**config.mk**
```make
export PLATFORM = sky130hd
export DESIGN_NAME = band_level_meter_flat
export DESIGN_NICKNAME = d
export VERILOG_FILES = /design/src/rtl/eq_pkg.sv /design/src/rtl/band_level_meter_if.sv /design/src/rtl/band_peak_tracker.sv /design/src/rtl/band_level_meter.sv /design/src/flat_wrapper.sv
export SDC_FILE = /design/constraint.sdc
export NUM_CORES = 1
export LEC_CHECK = 0
export ABC_AREA = 1
export BUFFER_PORTS_ARGS = -buffer_cell sky130_fd_sc_hd__clkbuf_2
export CORE_MARGIN = 4
export CORE_UTILIZATION = 49
export CTS_CLUSTER_SIZE = 24
export DETAILED_ROUTE_END_ITERATION = 6
export HOLD_SLACK_MARGIN = 0.12
export MAX_ROUTING_LAYER = met4
export PLACE_DENSITY = 0.69
export RECOVER_POWER = 100
export SLEW_MARGIN = 20
export SYNTH_ARGS = -nofsm -noshare
export SYNTH_HDL_FRONTEND = slang
export SYNTH_SLANG_ARGS = --single-unit
```
**constraint.sdc**
```tcl
create_clock -name clk -period 8.4 [get_ports clk]
set_clock_uncertainty 0.15 [all_clocks]
set_input_delay 0.84 -clock clk [delete_from_list [all_inputs] [get_ports clk]]
set_output_delay 0.84 -clock clk [all_outputs]
set_load 0.05 [all_outputs]
```
**src/rtl/eq_pkg.sv**
```systemverilog
// Shared equalizer-chain constants plus band slicing and saturating magnitude helpers.
package eq_pkg;

  localparam int unsigned NUMBER_OF_FILTERS = 8;
  localparam int unsigned FILTER_OUT_BITS   = 16;
  localparam int unsigned LEVEL_BITS        = FILTER_OUT_BITS - 1;

  // LSB position of a band inside the packed sample bus
  function automatic int unsigned band_lsb(input int unsigned band);
    return band * FILTER_OUT_BITS;
  endfunction

  // LSB position of a band inside the packed level bus
  function automatic int unsigned level_lsb(input int unsigned band);
    return band * LEVEL_BITS;
  endfunction

  // |x| clipped to LEVEL_BITS; the single unrepresentable case (most negative) saturates
  function automatic logic [LEVEL_BITS-1:0] sat_abs(input logic [FILTER_OUT_BITS-1:0] x);
    logic [FILTER_OUT_BITS-1:0] mag;
    mag = x[FILTER_OUT_BITS-1] ? -x : x;
    if (mag[FILTER_OUT_BITS-1]) begin
      return '1;
    end
    return mag[LEVEL_BITS-1:0];
  endfunction

endpackage

```
**src/rtl/band_level_meter_if.sv**
```systemverilog
// Sample-in / level-out bundle between the filter bank side and the level meter.
interface band_level_meter_if;
  import eq_pkg::*;

  logic                                         clk_enable;
  logic                                         sample_valid;
  logic                                         clear;
  logic [NUMBER_OF_FILTERS*FILTER_OUT_BITS-1:0] band_samples;
  logic [NUMBER_OF_FILTERS*LEVEL_BITS-1:0]      levels;
  logic                                         levels_valid;
  logic [NUMBER_OF_FILTERS-1:0]                 clip_flags;

  modport master (
    output clk_enable, sample_valid, clear, band_samples,
    input  levels, levels_valid, clip_flags
  );

  modport slave (
    input  clk_enable, sample_valid, clear, band_samples,
    output levels, levels_valid, clip_flags
  );

endinterface

```
**src/rtl/band_peak_tracker.sv**
```systemverilog
// Single-band peak tracker: saturating magnitude, peak hold, linear decay and sticky clip.
module band_peak_tracker
  import eq_pkg::*;
#(
  parameter int unsigned HOLD_SAMPLES = 1024,
  parameter int unsigned DECAY_STEP   = 16,
  parameter int unsigned CLIP_LEVEL   = 32000
) (
  input  logic                       clk,
  input  logic                       rst,
  input  logic                       update,
  input  logic                       clear,
  input  logic [FILTER_OUT_BITS-1:0] sample,
  output logic [LEVEL_BITS-1:0]      level,
  output logic                       clip
);

  localparam int unsigned HOLD_BITS = $clog2(HOLD_SAMPLES + 1);
  localparam logic [HOLD_BITS-1:0]  HOLD_LOAD = HOLD_BITS'(HOLD_SAMPLES);
  localparam logic [HOLD_BITS-1:0]  HOLD_ONE  = HOLD_BITS'(1);
  localparam logic [LEVEL_BITS-1:0] STEP      = LEVEL_BITS'(DECAY_STEP);
  localparam logic [LEVEL_BITS-1:0] CLIP_TH   = LEVEL_BITS'(CLIP_LEVEL);

  logic [LEVEL_BITS-1:0] mag;
  logic [LEVEL_BITS-1:0] level_next;
  logic [HOLD_BITS-1:0]  hold, hold_next;
  logic                  clip_next;

  assign mag = sat_abs(sample);

  always_comb begin
    level_next = level;
    hold_next  = hold;
    clip_next  = clip;
    if (clear) begin
      level_next = '0;
      hold_next  = '0;
      clip_next  = 1'b0;
    end else if (update) begin
      if (mag >= level) begin
        level_next = mag;
        hold_next  = HOLD_LOAD;
      end else if (hold != '0) begin
        hold_next = hold - HOLD_ONE;
      end else begin
        // floor at zero rather than wrapping when the level is within one step
        level_next = (level > STEP) ? level - STEP : '0;
      end
      if (mag >= CLIP_TH) begin
        clip_next = 1'b1;
      end
    end
  end

  always_ff @(posedge clk or posedge rst) begin
    if (rst) begin
      level <= '0;
      hold  <= '0;
      clip  <= 1'b0;
    end else begin
      level <= level_next;
      hold  <= hold_next;
      clip  <= clip_next;
    end
  end

endmodule

```
**src/rtl/band_level_meter.sv**
```systemverilog
// Per-band peak-level meter fed by the equalizer filter bank; drives UI readout and gain control.
module band_level_meter
  import eq_pkg::*;
#(
  parameter int unsigned HOLD_SAMPLES = 1024,
  parameter int unsigned DECAY_STEP   = 16,
  parameter int unsigned CLIP_LEVEL   = 32000
) (
  input  logic               clk,
  input  logic               rst,
  band_level_meter_if.slave  bus
);

  logic                                    update;
  logic                                    flush;
  logic [NUMBER_OF_FILTERS*LEVEL_BITS-1:0] levels_packed;
  logic [NUMBER_OF_FILTERS-1:0]            clip_vec;
  logic                                    levels_valid_q;

  // clear wins over a coincident sample; a disabled clock blocks both
  assign update = bus.clk_enable & bus.sample_valid & ~bus.clear;
  assign flush  = bus.clk_enable & bus.clear;

  for (genvar i = 0; i < NUMBER_OF_FILTERS; i++) begin : g_band
    band_peak_tracker #(
      .HOLD_SAMPLES (HOLD_SAMPLES),
      .DECAY_STEP   (DECAY_STEP),
      .CLIP_LEVEL   (CLIP_LEVEL)
    ) u_tracker (
      .clk    (clk),
      .rst    (rst),
      .update (update),
      .clear  (flush),
      .sample (bus.band_samples[band_lsb(i) +: FILTER_OUT_BITS]),
      .level  (levels_packed[level_lsb(i) +: LEVEL_BITS]),
      .clip   (clip_vec[i])
    );
  end

  always_ff @(posedge clk or posedge rst) begin
    if (rst) begin
      levels_valid_q <= 1'b0;
    end else begin
      levels_valid_q <= update;
    end
  end

  assign bus.levels       = levels_packed;
  assign bus.clip_flags   = clip_vec;
  assign bus.levels_valid = levels_valid_q;

endmodule

```
**src/flat_wrapper.sv**
```systemverilog
// flat-port wrapper written by rule: the top's interface ports become plain ports
module band_level_meter_flat import eq_pkg::*;
#(
  parameter int unsigned HOLD_SAMPLES = 1024,
  parameter int unsigned DECAY_STEP   = 16,
  parameter int unsigned CLIP_LEVEL   = 32000
)
  (clk, rst, bus_clk_enable, bus_sample_valid, bus_clear, bus_band_samples, bus_levels, bus_levels_valid, bus_clip_flags);
  band_level_meter_if bus_i ();
  input  logic clk;
  input  logic rst;
  input wire logic [$bits(bus_i.clk_enable)-1:0] bus_clk_enable;
  input wire logic [$bits(bus_i.sample_valid)-1:0] bus_sample_valid;
  input wire logic [$bits(bus_i.clear)-1:0] bus_clear;
  input wire logic [$bits(bus_i.band_samples)-1:0] bus_band_samples;
  output wire logic [$bits(bus_i.levels)-1:0] bus_levels;
  output wire logic [$bits(bus_i.levels_valid)-1:0] bus_levels_valid;
  output wire logic [$bits(bus_i.clip_flags)-1:0] bus_clip_flags;
  assign bus_i.clk_enable = bus_clk_enable;
  assign bus_i.sample_valid = bus_sample_valid;
  assign bus_i.clear = bus_clear;
  assign bus_i.band_samples = bus_band_samples;
  assign bus_levels = bus_i.levels;
  assign bus_levels_valid = bus_i.levels_valid;
  assign bus_clip_flags = bus_i.clip_flags;
  band_level_meter #(.HOLD_SAMPLES(HOLD_SAMPLES), .DECAY_STEP(DECAY_STEP), .CLIP_LEVEL(CLIP_LEVEL)) u_core (.clk(clk), .rst(rst), .bus(bus_i));
endmodule
```
==> reports/results.txt <==
status -> complete, but fails checks
violated checks -> max-capacitance violations, max-slew violations
Top delay family on crit path -> buffers and inverters
GRT overflow -> 0
slew margin rel. -> -216%
post-synthesis xor/xnor area fraction -> 7.10%
pre-CTS setup slack -> 3.77 ns
fraction of layout cells with a size suffix above 1 -> 7.49%
crit end category -> register
Slew Limit Fails -> 159
crit start category -> input port
setup ws final -> 2.48 ns
total CTS buffers -> 27
HP Start -> u_core.g_band[2].u_tracker.hold[0]
DR pass1 iterations -> 5
Skew-Pair Late Insertion Delay -> 0.55 ns
Chip Width -> 211 um
required time worst endpoint -> 8.60 ns
largest family of logic cells by synthesized area -> simple AND/OR/NAND/NOR gates
RSZ-0062 raised after global routing -> no
Pleak -> 0.0116 uW
antenna violations before repair -> 0
pwr/cell area -> 377 nW/um2
routed wire length -> 56,000 um
Worst Hold Class -> register to register
Max Fclk -> 0.169 GHz
sequential area share after synthesis -> 26.8%
Tcrit/Tclk final -> 70.5%
CTS Buffer Depth -> 3
Post-synth EDFFs -> 0
per-cell routed wire length -> 14.5 um
TritonCTS clock tree -> yes
Worst Max-Slew Pin Slew -> 4.71 ns
WL met3 -> 2380 um
Mapped Avg Cell Area -> 6.51 um2
post-layout util -> 55.1%
Synth Flop Type -> dfrtp_1
Synth cell types -> 50
area grow syn2layout -> 11.2%
largest net degree at the start of global routing -> 106
Metal-1 WL -> 26,000 um
switching part of the total -> 54.6%
Synth Register Bits -> 217
placed inst area -> 21,800 um2
Synth async-reset ratio -> 100%
port buffer count -> 261
adder-cell share of the synthesized area -> 9.40%
CP peak stage delay -> 1.42 ns
Setup CP Type -> input port to register
clk sink count -> 217
post-cts resize count -> 0
row cnt -> 74
GRT Util Overall -> 25.0%
net switching power figure -> 4630 uW
mux contribution to synthesized area -> 0%
Worst Path Arrival -> 6.12 ns
Antenna Violating Nets Remaining -> 0
syn_nets -> 3,391
vias in the first global route -> 19,300
Max Cap Viol -> 3
vias after detailed routing -> 20,500
Critical-path top delay cell -> clkinvlp_2
root buf cell -> clkbuf_16
maximum vdd drop -> 0.000235 V
WP buf/inv -> 3
Setup TNS -> 0 ns
highest routed metal layer -> met4
combinational power share -> 62.4%
Die ar. -> 44,600 um2
Iteration-0 DRC Markers -> 1,358
simple-gate share of the synthesized area -> 35.2%
Yosys warning total -> 0
Initial Util -> 49.5%
Power Internal -> 3850 uW
Critical R2R Launch -> u_core.g_band[4].u_tracker.level[8]
Crit Path Max Fanout -> 34
Crit. Startpoint -> bus_clk_enable
cts hold-fix bufs -> 0
Hold Fails Final Rpt -> 0
DRC Markers -> 0
fin crit period -> 5.92 ns
Syn Std Cell Area -> 20,200 um2
gpl congestion -> 0.977
htree depth -> 1
clock power share -> 14.6%
Synth Area in Compound Gates -> 12.2%
Reg power frac -> 23.0%
core area -> 40,800 um2
cell chain of the critical path -> clkbuf_1 > nand2_1 > inv_1 > nor2_8 > clkinvlp_2 > o21ai_0 > o21ai_0
Via density -> 5.29
most frequent CP cell -> o21ai_0
Gate Count Post-Synth -> 3,106
Die Y-Extent -> 211 um
Detailed Place HPWL -> 42,600 um
Ant. Diodes -> 0
WL met2 -> 26,500 um
first-pass GRT wire length -> 93,000 um
Final setup viols -> 0
post-CTS repair timing setup buffer count -> 0
Final nets -> 3,608
final instance area -> 22,500 um2
I/O Pins -> 262
Worst-path clk slew -> 0.06 ns
per-layer routing:
| layer | GRT usage (%) | up-vias |
|---|---|---|
| li1 | - | 10500 |
| met1 | 33.5 | 9451 |
| met2 | 41.4 | 465 |
| met3 | 2.61 | 81 |
| met4 | 5.12 | 0 |
| met5 | - | - |
cells in the mapped netlist (3+ instances only):
cell type | count | area, um2
a21boi_0 | 6 | 45.0
a21oi_1 | 91 | 455
a31oi_1 | 7 | 43.8
buf_1 | 3 | 11.3
buf_2 | 31 | 155
buf_4 | 22 | 165
clkbuf_1 | 21 | 78.8
clkinv_1 | 5 | 18.8
dfrtp_1 | 217 | 5430
ha_1 | 152 | 1900
inv_1 | 345 | 1290
inv_2 | 38 | 143
nand2_1 | 881 | 3310
nand2_2 | 6 | 37.5
nand3_1 | 252 | 1260
nand3_2 | 12 | 120
nand3b_1 | 23 | 173
nand4_1 | 46 | 288
nor2_1 | 322 | 1210
nor2_2 | 22 | 138
nor2_4 | 5 | 56.3
nor3_1 | 46 | 230
nor4_1 | 17 | 106
o211ai_1 | 14 | 105
o211ai_2 | 4 | 50.1
o21a_1 | 7 | 52.6
o21ai_0 | 158 | 791
o21ai_1 | 151 | 756
o21ai_4 | 3 | 48.8
o22ai_1 | 8 | 50.1
o31ai_1 | 3 | 22.5
or2_1 | 4 | 25.0
xnor2_1 | 21 | 184
xor2_1 | 143 | 1250
metrics by stage:
stage                     std cells  hold slack [ns]  total power (uW)
after floorplan                3106            0.298              6140
after global placement         3826            0.318              7230
after detailed placement       3826            0.328              7350
after CTS                      3872            0.299              8640
after global routing           3872            0.373              9300
final                          3872            0.341              8480
layout make-up:
| class | instances | area, um2 |
|---|---|---|
| clock inverter | 12 | 176 |
| fill | 4125 | 18300 |
| tap | 532 | 666 |
| multi-input combinational | 2422 | 12800 |
| clock buffer | 34 | 762 |
| inverter | 389 | 1460 |
| sequential | 217 | 5430 |
| timing repair buffer | 266 | 1180 |
cell families after synthesis:
| group | count (synthesis) |
|---|---|
| compound gates | 457 |
| fa+ha+maj | 152 |
| simple gates | 1649 |
| buf+inv | 467 |
| flops | 217 |
| xor+xnor | 164 |
final timing paths:
path / end / slack [ns] / depth (start not counted)
setup / recovery: u_core.g_band[4].u_tracker.hold[9] / 2.48 / 7
setup reg to reg: u_core.g_band[4].u_tracker.hold[9] / 4.47 / 8
hold / removal: u_core.g_band[2].u_tracker.hold[0] / 0.34 / 1
min in group asynchronous: u_core.g_band[1].u_tracker.level[4] / 1.57 / 2
max in group asynchronous: u_core.g_band[5].u_tracker.level[5] / 4.19 / 3
hold reg to reg: u_core.g_band[2].u_tracker.hold[0] / 0.34 / 1
power by group through the flow:
stage	registers (uW)	logic (uW)	clock network, uW
floorplan	2650	3480	0
global route	2010	5970	1310
finish	1950	5290	1230
detailed placement	1950	5390	0
CTS	1950	5430	1270
global placement	1950	5290	0
state kept, by name, indices dropped and copies added (netlist names):
| name | cells |
|---|---|
| u_core.g_band.u_tracker.clip | 8 |
| u_core.g_band.u_tracker.level | 120 |
| u_core.bus.levels_valid | 1 |
| u_core.g_band.u_tracker.hold | 88 |
cells in the final DEF, fill, tap and decap left out, types with 3 or more instances in the layout:
cell type	count
nor3_1	46
nand3_2	9
o21ai_1	54
o31ai_1	3
xor2_1	143
nor4_1	17
a31oi_1	7
ha_1	152
o211ai_2	4
o211ai_1	14
inv_2	25
o22ai_1	8
a21boi_0	6
xnor2_1	21
clkbuf_16	27
nor2_2	16
nor2_1	331
clkinv_1	5
nand3_1	256
nand3b_1	23
inv_1	357
a21oi_1	92
dfrtp_1	217
buf_4	5
nand2_1	884
o21ai_0	257
nand4_1	46
clkbuf_2	127
clkbuf_1	135
clkinvlp_4	5
clkbuf_8	6
o21a_1	7
bufinv_16	4
or2_1	4
Note: power is estimated with default switching activity, not from simulation.
